==> config.mk <==
export PLATFORM = sky130hd
export DESIGN_NAME = io_regfile_flat
export DESIGN_NICKNAME = d
export VERILOG_FILES = /design/src/rtl/io_regfile_if.sv /design/src/rtl/io_regfile.sv /design/src/flat_wrapper.sv
export SDC_FILE = /design/constraint.sdc
export NUM_CORES = 2
export LEC_CHECK = 0
export CAP_MARGIN = 30
export CORE_MARGIN = 2
export CORE_UTILIZATION = 62
export DETAILED_ROUTE_END_ITERATION = 16
export PLACE_DENSITY = 0.92
export SLEW_MARGIN = 30
export SYNTH_ARGS = -nofsm -noshare
export SYNTH_HDL_FRONTEND = slang
export SYNTH_SLANG_ARGS = --single-unit
==> constraint.sdc <==
create_clock -name clock -period 10.6 [get_ports clock]
set_input_delay 1.06 -clock clock [delete_from_list [all_inputs] [get_ports clock]]
set_output_delay 1.06 -clock clock [all_outputs]
set_load 0.02 [all_outputs]
==> src/rtl/io_regfile_if.sv <==
// Register-file bus: one write port and two combinational read ports.
// master drives addresses and write data, slave returns read data.
interface io_regfile_if #(
    parameter int DATA_W = 32,
    parameter int ADDR_W = 5
);
    logic              ctrl_writeEnable;
    logic [ADDR_W-1:0] ctrl_writeReg;
    logic [DATA_W-1:0] data_writeReg;
    logic [ADDR_W-1:0] ctrl_readRegA;
    logic [ADDR_W-1:0] ctrl_readRegB;
    logic [DATA_W-1:0] data_readRegA;
    logic [DATA_W-1:0] data_readRegB;

    modport master (
        output ctrl_writeEnable,
        output ctrl_writeReg,
        output data_writeReg,
        output ctrl_readRegA,
        output ctrl_readRegB,
        input  data_readRegA,
        input  data_readRegB
    );

    modport slave (
        input  ctrl_writeEnable,
        input  ctrl_writeReg,
        input  data_writeReg,
        input  ctrl_readRegA,
        input  ctrl_readRegB,
        output data_readRegA,
        output data_readRegB
    );
endinterface

==> src/rtl/io_regfile.sv <==
// Register file with debounced button status registers and exported registers.
// Define IO_REGFILE_BYPASS_EN for same-cycle write-to-read forwarding.
module io_regfile #(
    parameter int DATA_W       = 32,
    parameter int ADDR_W       = 5,
    parameter int N_BTN        = 4,
    parameter int BTN_BASE     = 1,
    parameter int N_OUT        = 4,
    parameter int OUT_BASE     = 11,
    parameter int DEBOUNCE_CYC = 4
) (
    input  logic                    clock,
    input  logic                    ctrl_reset_n,
    io_regfile_if.slave             bus,
    input  logic                    io_mode,
    input  logic [N_BTN-1:0]        btn_in,
    output logic [N_BTN-1:0]        btn_event,
    output logic [N_OUT*DATA_W-1:0] io_out
);
    localparam int DEPTH = 1 << ADDR_W;
    localparam int CNT_W = (DEBOUNCE_CYC > 1) ? $clog2(DEBOUNCE_CYC) : 1;
    localparam logic [CNT_W-1:0] CNT_LAST = CNT_W'(DEBOUNCE_CYC - 1);

    localparam bit BAD_BTN = (BTN_BASE < 1) || (BTN_BASE + N_BTN > DEPTH);
    localparam bit BAD_OUT = (OUT_BASE < 1) || (OUT_BASE + N_OUT > DEPTH);
    localparam bit OVERLAP = (BTN_BASE < OUT_BASE + N_OUT) &&
                             (OUT_BASE < BTN_BASE + N_BTN);

    if (BAD_BTN || BAD_OUT || OVERLAP || DEBOUNCE_CYC < 1) begin : g_bad_map
        $error("io_regfile: illegal address map or debounce length");
    end

    logic [DATA_W-1:0] regs [DEPTH];

    logic [N_BTN-1:0] sync_q1;
    logic [N_BTN-1:0] sync_q2;
    logic [N_BTN-1:0] stable;
    logic [N_BTN-1:0] sticky;
    logic [CNT_W-1:0] cnt [N_BTN];

    logic [N_BTN-1:0] settle;
    logic [N_BTN-1:0] rise;
    logic [N_BTN-1:0] wr_hit;
    logic [N_BTN-1:0] rd_hit_a;
    logic [N_BTN-1:0] rd_hit_b;
    logic [N_BTN-1:0] sticky_clr;
    logic             wr_any;
    logic             wr_store;
    logic [DATA_W-1:0] rd_a;
    logic [DATA_W-1:0] rd_b;

    always_comb begin
        settle     = '0;
        rise       = '0;
        wr_hit     = '0;
        rd_hit_a   = '0;
        rd_hit_b   = '0;
        for (int i = 0; i < N_BTN; i++) begin
            settle[i]   = (sync_q2[i] != stable[i]) && (cnt[i] == CNT_LAST);
            rise[i]     = settle[i] && sync_q2[i];
            wr_hit[i]   = bus.ctrl_writeReg == ADDR_W'(BTN_BASE + i);
            rd_hit_a[i] = bus.ctrl_readRegA == ADDR_W'(BTN_BASE + i);
            rd_hit_b[i] = bus.ctrl_readRegB == ADDR_W'(BTN_BASE + i);
        end
        wr_any     = bus.ctrl_writeEnable && (bus.ctrl_writeReg != '0);
        // in status mode a button-register write only acknowledges the press
        wr_store   = wr_any && !(!io_mode && (|wr_hit));
        sticky_clr = {N_BTN{wr_any && !io_mode}} & wr_hit;
    end

    always_ff @(posedge clock) begin
        if (!ctrl_reset_n) begin
            for (int j = 0; j < DEPTH; j++) begin
                regs[j] <= '0;
            end
        end else if (wr_store) begin
            regs[bus.ctrl_writeReg] <= bus.data_writeReg;
        end
    end

    always_ff @(posedge clock) begin
        if (!ctrl_reset_n) begin
            sync_q1   <= '0;
            sync_q2   <= '0;
            stable    <= '0;
            sticky    <= '0;
            btn_event <= '0;
            for (int i = 0; i < N_BTN; i++) begin
                cnt[i] <= '0;
            end
        end else begin
            sync_q1   <= btn_in;
            sync_q2   <= sync_q1;
            btn_event <= rise;
            sticky    <= (sticky & ~sticky_clr) | rise;
            for (int i = 0; i < N_BTN; i++) begin
                if (sync_q2[i] == stable[i]) begin
                    cnt[i] <= '0;
                end else if (settle[i]) begin
                    stable[i] <= sync_q2[i];
                    cnt[i]    <= '0;
                end else begin
                    cnt[i] <= cnt[i] + 1'b1;
                end
            end
        end
    end

    always_comb begin
        rd_a = regs[bus.ctrl_readRegA];
        rd_b = regs[bus.ctrl_readRegB];
`ifdef IO_REGFILE_BYPASS_EN
        if (bus.ctrl_writeEnable &&
            bus.ctrl_writeReg == bus.ctrl_readRegA) begin
            rd_a = bus.data_writeReg;
        end
        if (bus.ctrl_writeEnable &&
            bus.ctrl_writeReg == bus.ctrl_readRegB) begin
            rd_b = bus.data_writeReg;
        end
`else
`endif
        // status words take priority and are never forwarded
        if (!io_mode) begin
            for (int i = 0; i < N_BTN; i++) begin
                if (rd_hit_a[i]) rd_a = DATA_W'({sticky[i], stable[i]});
                if (rd_hit_b[i]) rd_b = DATA_W'({sticky[i], stable[i]});
            end
        end
        if (bus.ctrl_readRegA == '0) rd_a = '0;
        if (bus.ctrl_readRegB == '0) rd_b = '0;
    end

    assign bus.data_readRegA = rd_a;
    assign bus.data_readRegB = rd_b;

    for (genvar g = 0; g < N_OUT; g++) begin : g_out
        localparam logic [ADDR_W-1:0] OA = ADDR_W'(OUT_BASE + g);
        assign io_out[g*DATA_W +: DATA_W] = regs[OA];
    end
endmodule
==> src/flat_wrapper.sv <==
// flat-port wrapper written by rule: the top's interface ports become plain ports
module io_regfile_flat 
#(
    parameter int DATA_W       = 32,
    parameter int ADDR_W       = 5,
    parameter int N_BTN        = 4,
    parameter int BTN_BASE     = 1,
    parameter int N_OUT        = 4,
    parameter int OUT_BASE     = 11,
    parameter int DEBOUNCE_CYC = 4
)
  (clock, ctrl_reset_n, io_mode, btn_in, btn_event, io_out, bus_ctrl_writeEnable, bus_ctrl_writeReg, bus_data_writeReg, bus_ctrl_readRegA, bus_ctrl_readRegB, bus_data_readRegA, bus_data_readRegB);
  io_regfile_if #(.DATA_W(DATA_W), .ADDR_W(ADDR_W)) bus_i ();
  input  logic clock;
  input  logic ctrl_reset_n;
  input  logic io_mode;
  input  logic [N_BTN-1:0] btn_in;
  output logic [N_BTN-1:0] btn_event;
  output logic [N_OUT*DATA_W-1:0] io_out;
  input wire logic [$bits(bus_i.ctrl_writeEnable)-1:0] bus_ctrl_writeEnable;
  input wire logic [$bits(bus_i.ctrl_writeReg)-1:0] bus_ctrl_writeReg;
  input wire logic [$bits(bus_i.data_writeReg)-1:0] bus_data_writeReg;
  input wire logic [$bits(bus_i.ctrl_readRegA)-1:0] bus_ctrl_readRegA;
  input wire logic [$bits(bus_i.ctrl_readRegB)-1:0] bus_ctrl_readRegB;
  output wire logic [$bits(bus_i.data_readRegA)-1:0] bus_data_readRegA;
  output wire logic [$bits(bus_i.data_readRegB)-1:0] bus_data_readRegB;
  assign bus_i.ctrl_writeEnable = bus_ctrl_writeEnable;
  assign bus_i.ctrl_writeReg = bus_ctrl_writeReg;
  assign bus_i.data_writeReg = bus_data_writeReg;
  assign bus_i.ctrl_readRegA = bus_ctrl_readRegA;
  assign bus_i.ctrl_readRegB = bus_ctrl_readRegB;
  assign bus_data_readRegA = bus_i.data_readRegA;
  assign bus_data_readRegB = bus_i.data_readRegB;
  io_regfile #(.DATA_W(DATA_W), .ADDR_W(ADDR_W), .N_BTN(N_BTN), .BTN_BASE(BTN_BASE), .N_OUT(N_OUT), .OUT_BASE(OUT_BASE), .DEBOUNCE_CYC(DEBOUNCE_CYC)) u_core (.clock(clock), .ctrl_reset_n(ctrl_reset_n), .bus(bus_i), .io_mode(io_mode), .btn_in(btn_in), .btn_event(btn_event), .io_out(io_out));
endmodule
==> results.md <==
- XOR/XNOR share of the synthesized area: 0.000786
- Postcts setup bufs: 0
- Hold path startpoint: u_core.sync_q1[1]$_SDFF_PN0_
- Hold crit path type: reg2reg
- CTS buffer count: between 100 and 150
- CTS Root Buffer Type: clkbuf_16
- Ys async rst share: 0
- Setup crit start kind: primary input
- Post_cts resized: 0
- WHS Path Cells: 1
- Worst Tran Pin Value: between 1000 and 1500 ps
- Fin crit share: 0.603
- Crit end category: output pin
- Wire per inst: approximately 41 um
- Family with the most delay on the worst path: buffers and inverters
- Yosys warning total: 0
- Gr usage total: 0.423
- Global route total overflow: 0
- Worst-path cell chain: clkdlybuf4s50_1 > inv_4 > buf_4 > mux4_2 > mux2i_1 > nor2_1 > clkdlybuf4s50_1
- Initial cell density of the core: 0.628
- Top fanout value on the critical path: 32
- Max-slew violation count: 0
- Worst Path Arrival: 5330 ps
- DPL Wire Length: 110 mm
- Largest net degree at the start of global routing: 154
- Worst r2r dst: u_core.sticky[0]$_SDFF_PN0_
- Post-synthesis compound-gate area fraction: 0.00864
- Die width: slightly above 300 um
- Clock sink count: 1,052
- Clock Path Buffers: 3
- Critical R2R Launch: u_core.cnt[0][0]$_SDFFCE_PN0P_
- Multiplexer area fraction after synthesis: 0.270
- Drt first-iter violations: about 8,000
- Residual DRC count: 0
- Final setup viols: 0
- Final count of hold timing violations: 0
- Part of the Yosys area used for sequential elements: 0.563
- Required @ worst endpoint: roughly 9500 ps
- Clock slew at reported path FFs: about 60 ps
- GR Util met2: 0.613
- RSZ-0062 raised after global routing: no
- Clock Skew: 7.96 ps
- Number of distinct library cells after synthesis: ~60
- Number of flops mapped to enable cells by yosys: around 1,000
- Post-Synth Adder-Cell Area: 0.00108
- Share of cells above drive strength 1: 0.273
- Hold Crit Endpoint: u_core.sync_q2[1]$_SDFF_PN0_
- Final min period: ~6400 ps
- R2r setup slk: 9250 ps
- Area growth from synthesis to layout: 12.6%
- Post-route ant nets: 0
- P_leak: 0.0213 uW
- I/O Pins: around 250
- Most used cell along the critical path: clkdlybuf4s50_1
- Simple-gate share of the synthesized area: 0.127
- Vias in the first global route: roughly 39,000
- Crit-path slowest cell: buf_4
- DR pass1 iterations: 9
- Outcome: finished, final reports clean
- Post-Syn Instances: about 3,400
- Worst setup path class: in2out
- Post-route setup TNS: 0 ps
- Drt total wl: 194 mm
- Post-Syn Area: approximately 56,000 um^2
- Clock Latency Late Sink: 700 ps
- Die Ht: 304 um
- Critical Path Max Stage Delay: 790 ps
- Worst reg2reg path depth: 3
- Hold_ws: about 450 ps
- H-tree levels: 3
- Bufs and invs on worst path: 4
- Vias per cell: 8.00
- Met3 Use GR: 0.189
- Largest family of logic cells by synthesized area: multiplexers
- Via count: approximately 38,000
- Met1 GRT Util: 0.502
- Global-route wire length before repair: between 200 and 300 mm
- Pwr dens: between 150 and 200 nW/um^2
- MaxCap Viol Count: 0
- Number of synthesized register bits: 1,052
- IO buf count: 250
- Die Area: roughly 92,000 um^2
- Post-Syn Area per Cell: ~16 um^2
- Fmax: approximately 0.16 GHz
- GP Congestion: around 0.95
- # rows: approximately 110
- VDD IR max: between 0.15 and 0.2 mV
- Synth Flop Type: edfxtp_1
- Core area: 88,800 um^2
- Post-layout net count: between 3,000 and 4,000
- Most used routing layer: met2
- CTS tree: built
- Max-slew headroom: 0.188
- Antenna violations before repair: 24
- # hold bufs at CTS: 0
## through the flow
step                      utilization  power [uW]  worst slack, ps  area [um^2]  std cells
after floorplan                     -        5820             5750        55900       3442
after global placement          0.669        6350             4510        59400       4576
after detailed placement        0.668        6410             4480        59300       4576
after CTS                       0.706       10100             4420        62700       4764
after global routing            0.706       10300             4170        62700       4769
final                           0.707       10200             4210        62800       4788
## report_power, final
part | total, uW | switching, uW | internal [uW] | leakage [uW]
sequential | 4960 | 164 | 4800 | 0.00999
clock | 3780 | 1680 | 2100 | 0.00164
combinational | 1480 | 845 | 636 | 0.00968
## worst register-to-register path: stages, from the launching register on
cell and delay (ps):
edfxtp_1 390, ha_1 260, and4b_1 330, a31o_2 260
## layout make-up
cell class | instances | area [um^2]
Antenna cell | 23 | 57.6
Clock buffer | 111 | 2610
Clock inverter | 77 | 768
Fill cell | 4922 | 26000
Inverter | 7 | 28.8
Multi-Input combinational cell | 2012 | 23300
Sequential cell | 1052 | 31400
Tap cell | 1165 | 1460
Timing Repair Buffer | 341 | 3140
## synth_stat cells, types with 8 or more instances
master,instances,share of area
buf_4,13,0.0018
mux2i_1,84,0.015
clkbuf_1,259,0.017
mux4_2,629,0.25
nand2_1,12,0.00081
buf_6,10,0.0020
edfxtp_1,1032,0.56
and2_1,1001,0.11
buf_1,24,0.0016
nor3_1,10,0.00090
nor2_1,103,0.0069
o21ai_0,37,0.0033
buf_2,61,0.0055
dfxtp_1,20,0.0072
a21oi_1,8,0.00072
## layout by cell type, fill, tap and decap left out, types with 5 or more instances in the layout
cell / Yosys / final
edfxtp_1: 1032 / 1032
and2_1: 1001 / 1001
mux4_2: 629 / 629
clkdlybuf4s50_1: 0 / 216
clkbuf_16: 0 / 103
buf_4: 13 / 88
mux2i_1: 84 / 84
nor2_1: 103 / 75
conb_1: 2 / 40
o21ai_4: 0 / 31
clkinv_1: 1 / 27
buf_2: 61 / 26
nor2_2: 3 / 24
diode_2: 0 / 23
clkinv_2: 0 / 23
dfxtp_1: 20 / 20
bufinv_16: 0 / 13
nand2_1: 12 / 12
nor3_1: 10 / 9
a21oi_1: 8 / 8
clkbuf_1: 259 / 8
nand3b_1: 7 / 7
nor2_4: 0 / 7
clkinvlp_4: 0 / 7
o21ai_0: 37 / 6
a31o_2: 5 / 5
## worst max path at each step
| stage | startpoint | to | slack, ps | depth (start not counted) |
|---|---|---|---|---|
| 2_1_floorplan | bus_ctrl_writeReg[4] | u_core.regs[20][0]$_SDFFCE_PN0P_ | 5750 | 7 |
| 3_3_place_gp | bus_ctrl_readRegA[3] | bus_data_readRegA[4] | 4510 | 7 |
| 3_5_place_dp | bus_ctrl_readRegA[3] | bus_data_readRegA[4] | 4480 | 7 |
| 4_1_cts | bus_ctrl_readRegA[3] | bus_data_readRegA[4] | 4420 | 7 |
| 5_1_grt | bus_ctrl_readRegA[3] | bus_data_readRegA[4] | 4170 | 7 |
| 6_report | bus_ctrl_readRegA[3] | bus_data_readRegA[4] | 4210 | 7 |
## sequential cells by signal, indices dropped and copies added (netlist names)
signal and flops:
u_core.btn_event 4, u_core.sync_q1 4, u_core.sync_q2 4, u_core.stable 4, u_core.cnt 8, u_core.sticky 4
u_core.regs 1024
## metal layers
metal | wire length, um | share of wire | up-vias
met5 | 234 | 0.0012 | -
met4 | 18300 | 0.094 | 24
met3 | 35800 | 0.18 | 1337
met2 | 85000 | 0.44 | 4892
met1 | 54700 | 0.28 | 18600
li1 | - | - | 13400
## cell families (layout without fill, tap and decap cells)
group,count (synthesis),count (layout)
AND/OR/NAND/NOR,1172,1172
flip-flops,1052,1052
multiplexers,714,714
buffers and inverters,378,536
AO/OA/AOI/OAI,76,76
adder cells (fa/ha/maj),5,5
XOR/XNOR,5,5
other,2,63
No activity file was read; power rests on OpenSTA's default activity.
